### src/rtl/sata_cmd_sequencer.sv
// rtl/sata_cmd_sequencer.sv - one-at-a-time ATA command sequencer on the SATA controller shadow-register port
module sata_cmd_sequencer #(
  parameter logic [31:0] TIMEOUT_CYCLES = 32'd150_000_000,
  parameter logic [4:0]  ADDR_FEAT      = 5'h01,
  parameter logic [4:0]  ADDR_COUNT     = 5'h02,
  parameter logic [4:0]  ADDR_LBA_L     = 5'h03,
  parameter logic [4:0]  ADDR_LBA_M     = 5'h04,
  parameter logic [4:0]  ADDR_LBA_H     = 5'h05,
  parameter logic [4:0]  ADDR_DEV       = 5'h06,
  parameter logic [4:0]  ADDR_CMD       = 5'h07
) (
  input  logic        clk,
  input  logic        reset,
  input  logic        cmd_valid,
  output logic        cmd_ready,
  input  logic [7:0]  cmd_opcode,
  input  logic [15:0] cmd_features,
  input  logic [15:0] cmd_count,
  input  logic [47:0] cmd_lba,
  input  logic [7:0]  cmd_device,
  input  logic        cmd_dma,
  output logic        rsp_valid,
  output logic [7:0]  rsp_status,
  output logic [2:0]  rsp_err,
  input  logic        linkup,
  input  logic        ipf,
  input  logic        r_err,
  input  logic        illegal_state,
  input  logic        write_hold,
  output logic        host_write_en,
  output logic        host_read_en,
  output logic [4:0]  host_addr_reg,
  output logic [31:0] host_data_in,
  input  logic [31:0] host_data_out,
  output logic        dma_rqst
);

  typedef enum logic [2:0] {
    S_IDLE, S_WRITE, S_WAIT_IRQ, S_RD_REQ, S_RD_CAP, S_DONE
  } state_t;

  state_t       r_state;
  state_t       w_state_nxt;

  logic [7:0]   r_opcode;
  logic [15:0]  r_features;
  logic [15:0]  r_count;
  logic [47:0]  r_lba;
  logic [7:0]   r_device;
  logic [2:0]   r_reg_idx;
  logic [31:0]  r_timer;
  logic         r_dma;
  logic [7:0]   r_rsp_status;
  logic [2:0]   r_rsp_err;

  logic         w_accept;
  logic         w_write_en;
  logic         w_read_en;
  logic [4:0]   w_addr;
  logic [31:0]  w_data;
  logic         w_rsp_load;
  logic [7:0]   w_rsp_status_nxt;
  logic [2:0]   w_rsp_err_nxt;
  logic         w_link_lost;
  logic         w_proto_err;
  logic         w_unused_data;

  // Only the STATUS byte of the read word is meaningful.
  assign w_unused_data = ^host_data_out[31:8];

  assign w_link_lost = !linkup;
  assign w_proto_err = r_err || illegal_state;

  assign cmd_ready     = (r_state == S_IDLE) && linkup && !reset;
  assign rsp_valid     = (r_state == S_DONE);
  assign rsp_status    = r_rsp_status;
  assign rsp_err       = r_rsp_err;
  assign dma_rqst      = r_dma;
  assign host_write_en = w_write_en;
  assign host_read_en  = w_read_en;
  assign host_addr_reg = w_addr;
  assign host_data_in  = w_data;

  // State register
  always_ff @(posedge clk) begin
    if (reset) r_state <= S_IDLE;
    else       r_state <= w_state_nxt;
  end

  // Next state, host bus drive and response capture decisions
  always_comb begin
    w_state_nxt      = r_state;
    w_accept         = 1'b0;
    w_write_en       = 1'b0;
    w_read_en        = 1'b0;
    w_addr           = 5'h00;
    w_data           = 32'h0;
    w_rsp_load       = 1'b0;
    w_rsp_status_nxt = 8'h00;
    w_rsp_err_nxt    = 3'd0;
    case (r_state)
      S_IDLE: begin
        if (cmd_valid && cmd_ready) begin
          w_accept    = 1'b1;
          w_state_nxt = S_WRITE;
        end
      end
      S_WRITE: begin
        if (!write_hold) begin
          w_write_en = 1'b1;
          case (r_reg_idx)
            3'd0:    begin w_addr = ADDR_FEAT;  w_data = {16'h0, r_features}; end
            3'd1:    begin w_addr = ADDR_COUNT; w_data = {16'h0, r_count}; end
            3'd2:    begin w_addr = ADDR_LBA_L; w_data = {16'h0, r_lba[31:24], r_lba[7:0]}; end
            3'd3:    begin w_addr = ADDR_LBA_M; w_data = {16'h0, r_lba[39:32], r_lba[15:8]}; end
            3'd4:    begin w_addr = ADDR_LBA_H; w_data = {16'h0, r_lba[47:40], r_lba[23:16]}; end
            3'd5:    begin w_addr = ADDR_DEV;   w_data = {24'h0, r_device}; end
            default: begin w_addr = ADDR_CMD;   w_data = {24'h0, r_opcode}; end
          endcase
          if (r_reg_idx == 3'd6) w_state_nxt = S_WAIT_IRQ;
        end
      end
      S_WAIT_IRQ: begin
        if (ipf) begin
          w_state_nxt = S_RD_REQ;
        end else if (r_timer == TIMEOUT_CYCLES - 32'd1) begin
          w_state_nxt   = S_DONE;
          w_rsp_load    = 1'b1;
          w_rsp_err_nxt = 3'd2;
        end
      end
      S_RD_REQ: begin
        w_read_en   = 1'b1;
        w_addr      = ADDR_CMD;
        w_state_nxt = S_RD_CAP;
      end
      S_RD_CAP: begin
        w_rsp_load       = 1'b1;
        w_rsp_status_nxt = host_data_out[7:0];
        w_rsp_err_nxt    = {2'b00, host_data_out[0]};
        w_state_nxt      = S_DONE;
      end
      S_DONE: begin
        w_state_nxt = S_IDLE;
      end
      default: w_state_nxt = S_IDLE;
    endcase
    // Link or protocol trouble abandons the command at once; nothing further goes on the bus.
    if ((r_state != S_IDLE) && (r_state != S_DONE) && (w_link_lost || w_proto_err)) begin
      w_write_en       = 1'b0;
      w_read_en        = 1'b0;
      w_addr           = 5'h00;
      w_data           = 32'h0;
      w_rsp_load       = 1'b1;
      w_rsp_status_nxt = 8'h00;
      w_rsp_err_nxt    = w_link_lost ? 3'd3 : 3'd4;
      w_state_nxt      = S_DONE;
    end
  end

  // Command capture, register index, IRQ timer, DMA request and response registers
  always_ff @(posedge clk) begin
    if (reset) begin
      r_opcode     <= 8'h0;
      r_features   <= 16'h0;
      r_count      <= 16'h0;
      r_lba        <= 48'h0;
      r_device     <= 8'h0;
      r_reg_idx    <= 3'd0;
      r_timer      <= 32'd0;
      r_dma        <= 1'b0;
      r_rsp_status <= 8'h0;
      r_rsp_err    <= 3'd0;
    end else begin
      if (w_accept) begin
        r_opcode   <= cmd_opcode;
        r_features <= cmd_features;
        r_count    <= cmd_count;
        r_lba      <= cmd_lba;
        r_device   <= cmd_device;
        r_reg_idx  <= 3'd0;
        r_dma      <= cmd_dma;
      end
      if (w_write_en) r_reg_idx <= r_reg_idx + 3'd1;
      // The CMD write cycle counts as cycle 0 of the IRQ window, so WAIT_IRQ starts at 1.
      if (w_write_en && (r_reg_idx == 3'd6)) r_timer <= 32'd1;
      else if (r_state == S_WAIT_IRQ)        r_timer <= r_timer + 32'd1;
      if (w_rsp_load) begin
        r_rsp_status <= w_rsp_status_nxt;
        r_rsp_err    <= w_rsp_err_nxt;
      end
      if (r_state == S_DONE) r_dma <= 1'b0;
    end
  end

endmodule
### config.mk
export PLATFORM = sky130hd
export DESIGN_NAME = sata_cmd_sequencer
export DESIGN_NICKNAME = d
export VERILOG_FILES = /design/src/rtl/sata_cmd_sequencer.sv
export SDC_FILE = /design/constraint.sdc
export NUM_CORES = 1
export LEC_CHECK = 0
export CELL_PAD_IN_SITES_DETAIL_PLACEMENT = 1
export CELL_PAD_IN_SITES_GLOBAL_PLACEMENT = 2
export CORE_MARGIN = 2
export CORE_UTILIZATION = 29
export DETAILED_ROUTE_END_ITERATION = 8
export GPL_ROUTABILITY_DRIVEN = 0
export GPL_TIMING_DRIVEN = 0
export HOLD_SLACK_MARGIN = 0.06
export PLACE_DENSITY = 0.93
export SLEW_MARGIN = 15
export SYNTH_ARGS = -nofsm -noshare
export SYNTH_HDL_FRONTEND = slang
export SYNTH_SLANG_ARGS = --single-unit
### constraint.sdc
create_clock -name clk -period 4.25 [get_ports clk]
set_input_delay 0.6375 -clock clk [delete_from_list [all_inputs] [get_ports clk]]
set_output_delay 0.6375 -clock clk [all_outputs]
set_load 0.03 [all_outputs]
# Word level (Yosys, flattened, before mapping)
# Cells that the tools add are included.
totals:
  register_bits: 146
  latchBits: 0
  ramBits: 0
  rom_bits: 0
  output_inout_bits: 53
  mem_count: 0
op_classes:
  n_addsub: 2
  mul: 0
  div: 0
  n_lt_le_gt_ge: 0
  n_eq_ne: 21
  n_shift: 0
  muxes: 37
  bitwise: 0
  reduce_logical: 20
op_table:
  columns: ["cell", "n"]
  rows:
  - ["$pmux W16 S6", 1]
  - ["$mux W3", 11]
  - ["$add A32 B1 Y32 const B", 1]
  - ["$eq A32 B28 Y1 const B", 1]
  - ["$mux W16", 2]
  - ["$mux W32", 1]
  - ["$pmux W3 S6", 1]
  - ["$mux W8", 2]
  - ["$eq A3 B3 Y1 const B", 5]
  - ["$pmux W3 S5", 1]
  - ["$eq A3 B2 Y1 const B", 4]
  - ["$mux W1", 12]
  - ["$ne A3 B3 Y1 const B", 4]
  - ["$reduce_and A4 Y1", 2]
  - ["$eq A3 B1 Y1 const B", 2]
  - ["$logic_and A1 B1 Y1", 6]
  - ["$logic_not A3 Y1", 2]
  - ["$pmux W3 S2", 1]
  - ["$reduce_or A2 Y1", 3]
  - ["$mux W5", 1]
  - ["$mux W2", 2]
  - ["$ne A2 B2 Y1 const B", 2]
  - ["$ne A4 B4 Y1 const B", 1]
  - ["$pmux W2 S2", 1]
  - ["8 further kinds", 11]

# Longest topological paths before layout
# Gate-level depths: netlist of run 1.
logic_depth:
  word_depth: 8
  ltp_mapped: 9

# Least setup slack after synthesis of run 1
# Ideal clock, no wire load.
synth_path:
  path_type: "register to output"
  from: "register r_reg_idx[2]"
  to: "output host_addr_reg[0]"
  arrival_time_ps: 2882
  t_required_ps: 3612
  path_slack_ps: 730
  stages_incl_launch_ff: 10
  n_path_buf: 4
  path_cell_list: "dfxtp_1 > buf_1 > clkbuf_1 > inv_1 > ha_1 > clkbuf_1 > nor4_1 > clkbuf_1 > nor3_1 > o21ai_0"
synth_between:
  elab_chain_cells: 5
  elab_cells_between_ends: 10
synth_lines:
  columns: ["element", "line_no", "rtl"]
  rows:
  - ["start: declaration", "50", "logic [2:0] r_reg_idx;"]
  - ["start signal: assignment", "184", "if (w_write_en) r_reg_idx <= r_reg_idx + 3'd1;"]
  - ["$eq A3 B3 Y1, or another cell as far along", "111", "case (r_reg_idx)"]
  - ["$pmux W3 S6 (*)", "111", null]
  - ["$mux W3 (*)", "109", "if (!write_hold) begin"]
  - ["$pmux W3 S2 (*)", "101", "case (r_state)"]
  - ["$mux W5 (*)", "149", "if ((r_state != S_IDLE) && (r_state != S_DONE) && (w_link_lost || w_proto_err)) begin"]
  - ["end: declaration", "32", "output logic [4:0] host_addr_reg,"]
# Every way passes the cells marked *; elsewhere a longest branch is shown, timed or not.

# Worst setup path in the final report of run 1
layout_path:
  from: "register r_reg_idx[2]"
  to: "output host_data_in[0]"
layout_between:
  elab_chain_cells: 5
  elab_cells_between_ends: 10
layout_lines:
  columns: ["element", "line_no", "rtl"]
  rows:
  - ["$eq A3 B3 Y1, or another cell as far along", "111", null]
  - ["$pmux W16 S6 (*)", "111", null]
  - ["$mux W16 (*)", "109", null]
  - ["$mux W16 (*)", "101", null]
  - ["$mux W32 (*)", "149", null]
  - ["end: declaration", "33", "output logic [31:0] host_data_in,"]
# Marked as above.

==> impl_summary.log, run 1 <==
INFO  metric power.static_leakage = 3.24 nW
INFO  metric synth_flop_cell = dfxtp_1
INFO  metric filler_cell_count = 2744
INFO  metric power.share.switching = 30.1%
INFO  metric grt_max_degree = 20
INFO  metric drt.antenna.violating_nets = 0
INFO  metric synth.top_cells.by_area = dfxtp_1 (44%), nand2_1 (13%), a21oi_1 (8.4%)
INFO  metric synth_largest_area_cell = dfxtp_1
INFO  metric period_share = 96.1%
INFO  metric die-width = 155 um
INFO  metric vias_in_the_first_global_route = 6622
INFO  metric yosys-top-cells-count = nand2_1 (233), dfxtp_1 (146), a21oi_1 (112)
INFO  metric finalClockSkew = 0.00892 ns
INFO  metric drc = 0
INFO  metric vias_per_cell = 4.88
INFO  metric clock_insertion_delay_worst_skew = 0.43 ns
INFO  metric cts_root_buffer = clkbuf_16
INFO  metric routed_wire_length_per_instance = 17.3 um
INFO  metric drive_above_1_share = 9.22%
INFO  metric design.die.area = 24100 um^2
INFO  metric net-switching-power = 1.10 mW
INFO  metric postSynthRegisterBits = 146
INFO  metric post_synth.cell_area_avg = 7.96 um^2
INFO  metric multi_input_gate_area = 3350 um^2
INFO  metric p_per_area = 399 nW/um^2
INFO  metric detail_route.first_pass.iterations = 5
INFO  metric hp-class = register to register
INFO  metric status = finished, final reports clean
INFO  metric number_of_buffers_created_by_cts = 17
INFO  metric timing.final.max_slew_violations = 0
INFO  metric cts_tree = built
INFO  metric cts.sinks = 146
INFO  metric drtIter0Drc = 318
INFO  metric yosysMostFrequentCell = nand2_1
INFO  metric synth-warning-count = 0
INFO  metric worstSetupPathType = register to primary output
INFO  metric setup.worst_path.end_class = primary output
INFO  metric power.clock.fraction = 42.7%
INFO  metric start_util = 29.4%
INFO  metric port_buffers = 147
INFO  metric antenna_found_initial = 0
INFO  metric tightestPinTransition = 0.904 ns
INFO  metric synth_edf_count = 0
INFO  metric dieHeight = 155 um
INFO  metric core = 22600 um^2
INFO  metric cp_data_required_time = 3.61 ns
INFO  metric worst-path-max-fanout = 19
INFO  metric tmin_final = 4.08 ns
INFO  metric ys_seq_area_share = 44.0%
INFO  metric cts_buffer_depth = 2
INFO  metric critPathLaunchType = register
INFO  metric setup_viol = 0
INFO  metric totalWireLength = 22.7 mm
INFO  metric synth_area = 6640 um^2
INFO  metric area_fraction_of_the_dominant_cell_type_after_synthesis = 44.0%
INFO  metric numPlacedInstances = 1283
INFO  metric comb_power_share = 16.3%
INFO  metric synth.distinct_cells = 52
INFO  metric detailed_place_hpwl = 17.4 mm
INFO  metric seqPwrFrac = 41.0%
INFO  metric floorplan.io_pins = 190
INFO  metric finalHoldViolations = 0
INFO  metric ff_latch_area = 2920 um^2
INFO  metric max_clock_freq = 0.245 GHz
INFO  metric clock_tree.htree_level_count = 4
INFO  metric grt_pass1_wl = 35.6 mm
INFO  metric worst_slew_margin_rel = 38.2%
INFO  metric final_area = 9140 um^2
INFO  metric netlist_instances = 834
INFO  metric postSynth.asyncResetShare = 0%
INFO  metric cell_row_count = 55
INFO  metric antennaDiodeCount = 0
INFO  metric num-nets-final = 1160
INFO  metric areaGrowthSynthToFinish = 37.7%
INFO  metric placedInstanceArea = 8530 um^2
INFO  metric post-layout-total-power = 3.65 mW
INFO  metric rsz0062_at_grt = no
INFO  metric worst-endpoint-arrival = 3.45 ns
INFO  metric vdd_drop_max = 220 uV
INFO  metric gr-usage-all-layers = 18.9%
INFO  metric drv_cap = 0
INFO  metric grt_overflow = 0
INFO  metric cellInternalPower = 2.55 mW
INFO  metric clk_pin_slew = 0.07 ns
INFO  metric vias = 6420
INFO  metric postCtsHoldBufs = 0
INFO  metric instances_no_fill = 1315
per-stage QoR:
step | setup TNS (ns) | util, % | hold slack [ns] | setup WS (ns)
after detailed placement | -7.38 | 37.8 | 0.447 | -0.634
after global placement | -5.84 | 37.8 | 0.439 | -0.534
final | 0 | 40.5 | 0.456 | 0.166
after CTS | 0 | 40.4 | 0.457 | 0.0106
after global routing | 0 | 40.5 | 0.472 | 0.0176
after floorplan | 0 | - | 0.432 | 0.730
layer usage:
metal | vias to the layer above | track usage [%] | routed length [um]
li1 | 3182 | - | -
met1 | 3058 | 23.8 | 10100
met2 | 156 | 33.2 | 11300
met3 | 24 | 3.57 | 914
met4 | 0 | 4.94 | 365
met5 | - | 0 | 0
final timing paths:
check / start / endpoint / slack [ns] / cells after the start
setup / recovery: r_reg_idx[2] / host_data_in[0] / 0.17 / 9
hold reg to reg: r_device[7] / r_device[7] / 0.46 / 2
hold / removal: r_device[7] / r_device[7] / 0.46 / 2
setup reg to reg: r_reg_idx[0] / r_state[2] / 1.73 / 8
area by class of cell:
type,instances,share of cell area [%]
plain buffers,77,4.46
clock buffers,17,4.65
clock inverters,15,1.98
inverters,10,0.438
multi-input cells,617,36.6
flip-flops and latches,146,32.0
well taps,285,3.90
repair buffers,148,16.0
timing repair:
item | in CTS | in global routing
resized for setup | 21 | 7
endpoints found under the setup margin | 19 | 11
buffers inserted | 0 | 1
pin swaps | 1 | 1
state kept, by name, summed over array words and instances, names as in the netlist:
| name | flops |
|---|---|
| rsp_err | 3 |
| r_opcode | 8 |
| r_state | 3 |
| rsp_status | 8 |
| r_features | 16 |
| dma_rqst | 1 |
| r_device | 8 |
| r_reg_idx | 3 |
| r_lba | 48 |
| r_timer | 32 |
| r_count | 16 |
critical path, stage by stage, from the launching register on:
cell	delay [ns]
dfxtp_1	0.48
buf_6	0.26
inv_1	0.19
ha_1	0.24
clkbuf_1	0.29
nor4_2	0.41
clkbuf_2	0.28
nand2_1	0.10
a41oi_1	0.29
dlygate4sd2_1	0.45
power by group through the flow:
| stage | clock [mW] | combinational [mW] | sequential, mW |
|---|---|---|---|
| floorplan | 0 | 0.324 | 1.54 |
| global placement | 0 | 0.588 | 1.53 |
| detailed placement | 0 | 0.594 | 1.53 |
| CTS | 1.59 | 0.598 | 1.50 |
| global route | 1.65 | 0.655 | 1.51 |
| finish | 1.56 | 0.594 | 1.50 |
cells by family after synthesis:
group           share of synthesized area [%]
other cells                            0.0565
compound gates                           16.8
buf+inv                                  6.62
flops                                    44.0
xor+xnor                                 4.22
mux                                      1.83
simple gates                             25.3
fa+ha+maj                                1.13
cells in the final DEF, fill, tap and decap left out, types with 16 or more instances in the layout:
master and count:
buf_4 20, nor2_1 37, clkbuf_16 17, conb_1 18, clkdlybuf4s50_1 129, nand2_1 233
xnor2_1 22, a22o_1 16, a21oi_1 112, clkbuf_1 42, dfxtp_1 146
(Power assumes the default switching activity.)
==> run 2: changes to the inputs <==
- CORE_UTILIZATION: 29 -> 30
- CTS_BUF_LIST: not set -> sky130_fd_sc_hd__clkbuf_8
- CTS_CLUSTER_SIZE: not set -> 14
- PLACE_DENSITY: 0.93 -> 0.95
==> impl_summary.log, run 2 (synthesis gave the netlist of run 1 again) <==
INFO  metric antenna_found_initial = 0 (unchanged)
INFO  metric path_delay_family = buffers and inverters (unchanged)
INFO  metric status = finished, final reports clean (unchanged)
INFO  metric period_share = 94.1% (was 96.1%)
INFO  metric grt_max_degree = 20 (unchanged)
INFO  metric routed_wire_length_per_instance = 17.2 um (was 17.3 um)
INFO  metric post-route-worst-setup-slack = 0.252 ns (was 0.166 ns)
INFO  metric critical-path-slowest-cell = clkdlybuf4s50_1 (was dfxtp_1)
INFO  metric antennaDiodeCount = 0 (unchanged)
INFO  metric place_worst_setup_slack = -0.667 ns (was -0.634 ns)
INFO  metric areaGrowthSynthToFinish = 34.4% (was 37.7%)
INFO  metric most_common_cell_after_layout_fill_and_taps_aside = nand2_1 (unchanged)
INFO  metric gr-usage-all-layers = 19.2% (was 18.9%)
INFO  metric vias = 6449 (was 6420)
INFO  metric reg2reg_slack = 1.69 ns (was 1.73 ns)
INFO  metric cts_buffer_depth = 2 (unchanged)
INFO  metric layout_common_cells = nand2_1 (233), dfxtp_1 (146), clkdlybuf4s50_1 (129), a21oi_1 (112), clkbuf_1 (41) (was nand2_1 (233), dfxtp_1 (146), clkdlybuf4s50_1 (129), a21oi_1 (112), clkbuf_1 (42))
INFO  metric clock_insertion_delay_worst_skew = 0.47 ns (was 0.43 ns)
INFO  metric critPathLaunchType = input port (was register)
INFO  metric drive_above_1_share = 9.14% (was 9.22%)
INFO  metric largest_register_ffs = 48 (unchanged)
INFO  metric timing.final.max_slew_violations = 0 (unchanged)
INFO  metric p_per_area = 357 nW/um^2 (was 399 nW/um^2)
INFO  metric floorplan.io_pins = 190 (unchanged)
INFO  metric crit_path_cells = clkdlybuf4s50_1 -> nor3b_4 -> nand2_1 -> or4_1 -> buf_2 -> clkbuf_1 -> a41oi_1 -> dlygate4sd2_1 (was buf_6 -> inv_1 -> ha_1 -> clkbuf_1 -> nor4_2 -> clkbuf_2 -> nand2_1 -> a41oi_1 -> dlygate4sd2_1)
INFO  metric worst-r2r-cell-count = 7 (was 8)
INFO  metric final_area = 8920 um^2 (was 9140 um^2)
INFO  metric cts_tree = built (unchanged)
INFO  metric biggestRegsByFlops = r_lba x48, r_timer x32 (unchanged)
INFO  metric rsz0062_at_grt = no (unchanged)
INFO  metric dieHeight = 153 um (was 155 um)
INFO  metric setup.worst_path.end_class = primary output (unchanged)
INFO  metric die-width = 153 um (was 155 um)
INFO  metric vias_per_cell = 4.93 (was 4.88)
INFO  metric numPlacedInstances = 1278 (was 1283)
INFO  metric port_buffers = 147 (unchanged)
INFO  metric cell_row_count = 54 (was 55)
INFO  metric setup_viol = 0 (unchanged)
INFO  metric detailed_place_hpwl = 17.3 mm (was 17.4 mm)
INFO  metric worst_slew_margin_rel = 34.4% (was 38.2%)
INFO  metric number_of_buffers_created_by_cts = 17 (unchanged)
INFO  metric drt.antenna.violating_nets = 0 (unchanged)
INFO  metric vias_in_the_first_global_route = 6545 (was 6622)
INFO  metric tmin_final = 4.00 ns (was 4.08 ns)
INFO  metric hp-class = register to register (unchanged)
INFO  metric cp_data_required_time = 3.61 ns (about the same)
INFO  metric clk_pin_slew = 0.09 ns (was 0.07 ns)
INFO  metric core = 21800 um^2 (was 22600 um^2)
INFO  metric power.static_leakage = 3.18 nW (was 3.24 nW)
INFO  metric instances_no_fill = 1309 (was 1315)
INFO  metric top_register = r_lba (unchanged)
INFO  metric worst-endpoint-arrival = 3.36 ns (was 3.45 ns)
INFO  metric worst-path-stages = 8 (was 9)
INFO  metric placedInstanceArea = 8520 um^2 (was 8530 um^2)
INFO  metric worstSetupPathType = input port to primary output (was register to primary output)
INFO  metric clock_tree.htree_level_count = 4 (unchanged)
INFO  metric cts_root_buffer = clkbuf_8 (was clkbuf_16)
INFO  metric finalHoldViolations = 0 (unchanged)
INFO  metric num-nets-final = 1159 (was 1160)
INFO  metric grt_pass1_wl = 35.5 mm (was 35.6 mm)
INFO  metric tightestPinTransition = 0.959 ns (was 0.904 ns)
INFO  metric cpPeakStageDelay = 0.59 ns (was 0.48 ns)
INFO  metric max_clock_freq = 0.250 GHz (was 0.245 GHz)
INFO  metric drc = 0 (unchanged)
INFO  metric detail_route.first_pass.iterations = 5 (unchanged)
INFO  metric totalWireLength = 22.5 mm (was 22.7 mm)
INFO  metric critPathBufInv = 4 (was 5)
INFO  metric holdPathStages = 2 (unchanged)
INFO  metric worst-path-max-fanout = 10 (was 19)
INFO  metric finalClockSkew = 0.0152 ns (was 0.00892 ns)
INFO  metric drtIter0Drc = 377 (was 318)
INFO  metric start_util = 30.5% (was 29.4%)
INFO  metric post-layout-total-power = 3.19 mW (was 3.65 mW)
INFO  metric grt_overflow = 0 (unchanged)
INFO  metric cts.sinks = 146 (unchanged)
INFO  metric drv_cap = 0 (unchanged)
INFO  metric design.die.area = 23300 um^2 (was 24100 um^2)
INFO  metric vdd_drop_max = 177 uV (was 220 uV)
[run 2: changes by cell type in the layout (fill, tap and decap cells not counted), sizes merged]
| cell | previous run | this run |
|---|---|---|
| bufinv | 1 | 0 |
| inv | 21 | 20 |
| dlymetal6s2s | 2 | 5 |
| dlygate4sd2 | 15 | 13 |
| clkinv | 2 | 4 |
| clkbuf | 62 | 60 |
[run 2: metal layers]
metal / global-route usage [%] / routed length (um)
met4: 4.59 / 408
met3: 4.32 / 1040
met1: 25.1 / 10300
met5: 0 / 0
met2: 32.2 / 10800
[run 2: repair_timing]
action	CTS	global route
hold buffers	0	0
gates resized for setup	18	6
setup buffers	0	1
pin swaps	1	0
cloned	0	0
endpoints found under the setup margin	19	9
[run 2: final timing paths]
kind | from | end
max | linkup | host_data_in[6]
min | r_count[12] | r_count[12]
max reg2reg | r_reg_idx[0] | r_state[2]
min reg2reg | r_count[12] | r_count[12]
[run 2: cell type report]
type                            count  area [um^2]
Clock inverter                     15          159
Buffer                             76          400
Timing Repair Buffer              148         1480
Sequential cell                   146         2920
Inverter                           10         40.0
Fill cell                        2645        12800
Multi-Input combinational cell    617         3340
Clock buffer                       17          234
Tap cell                          280          350
[run 2: per-stage QoR]
stage | TNS [ns] | hold slack [ns] | utilization (%)
after floorplan | 0 | 0.432 | -
final | 0 | 0.460 | 41.0
after global placement | -7.54 | 0.440 | 39.2
after CTS | 0 | 0.462 | 40.9
after detailed placement | -7.98 | 0.447 | 39.2
after global routing | 0 | 0.479 | 41.0
[run 2: power breakdown]
group	switching, mW	leakage [nW]	total, mW	internal [mW]
combinational	0.342	1.80	0.596	0.254
sequential	0.0533	1.18	1.50	1.45
clock	0.649	0.200	1.09	0.445
[run 2: tightest hold or removal path, delay by kind of cell (launching register included)]
family           cells  cell delay [ns]
AO/OA/AOI/OAI        1             0.05
AND/OR/NAND/NOR      1             0.05
flip-flops           1             0.32
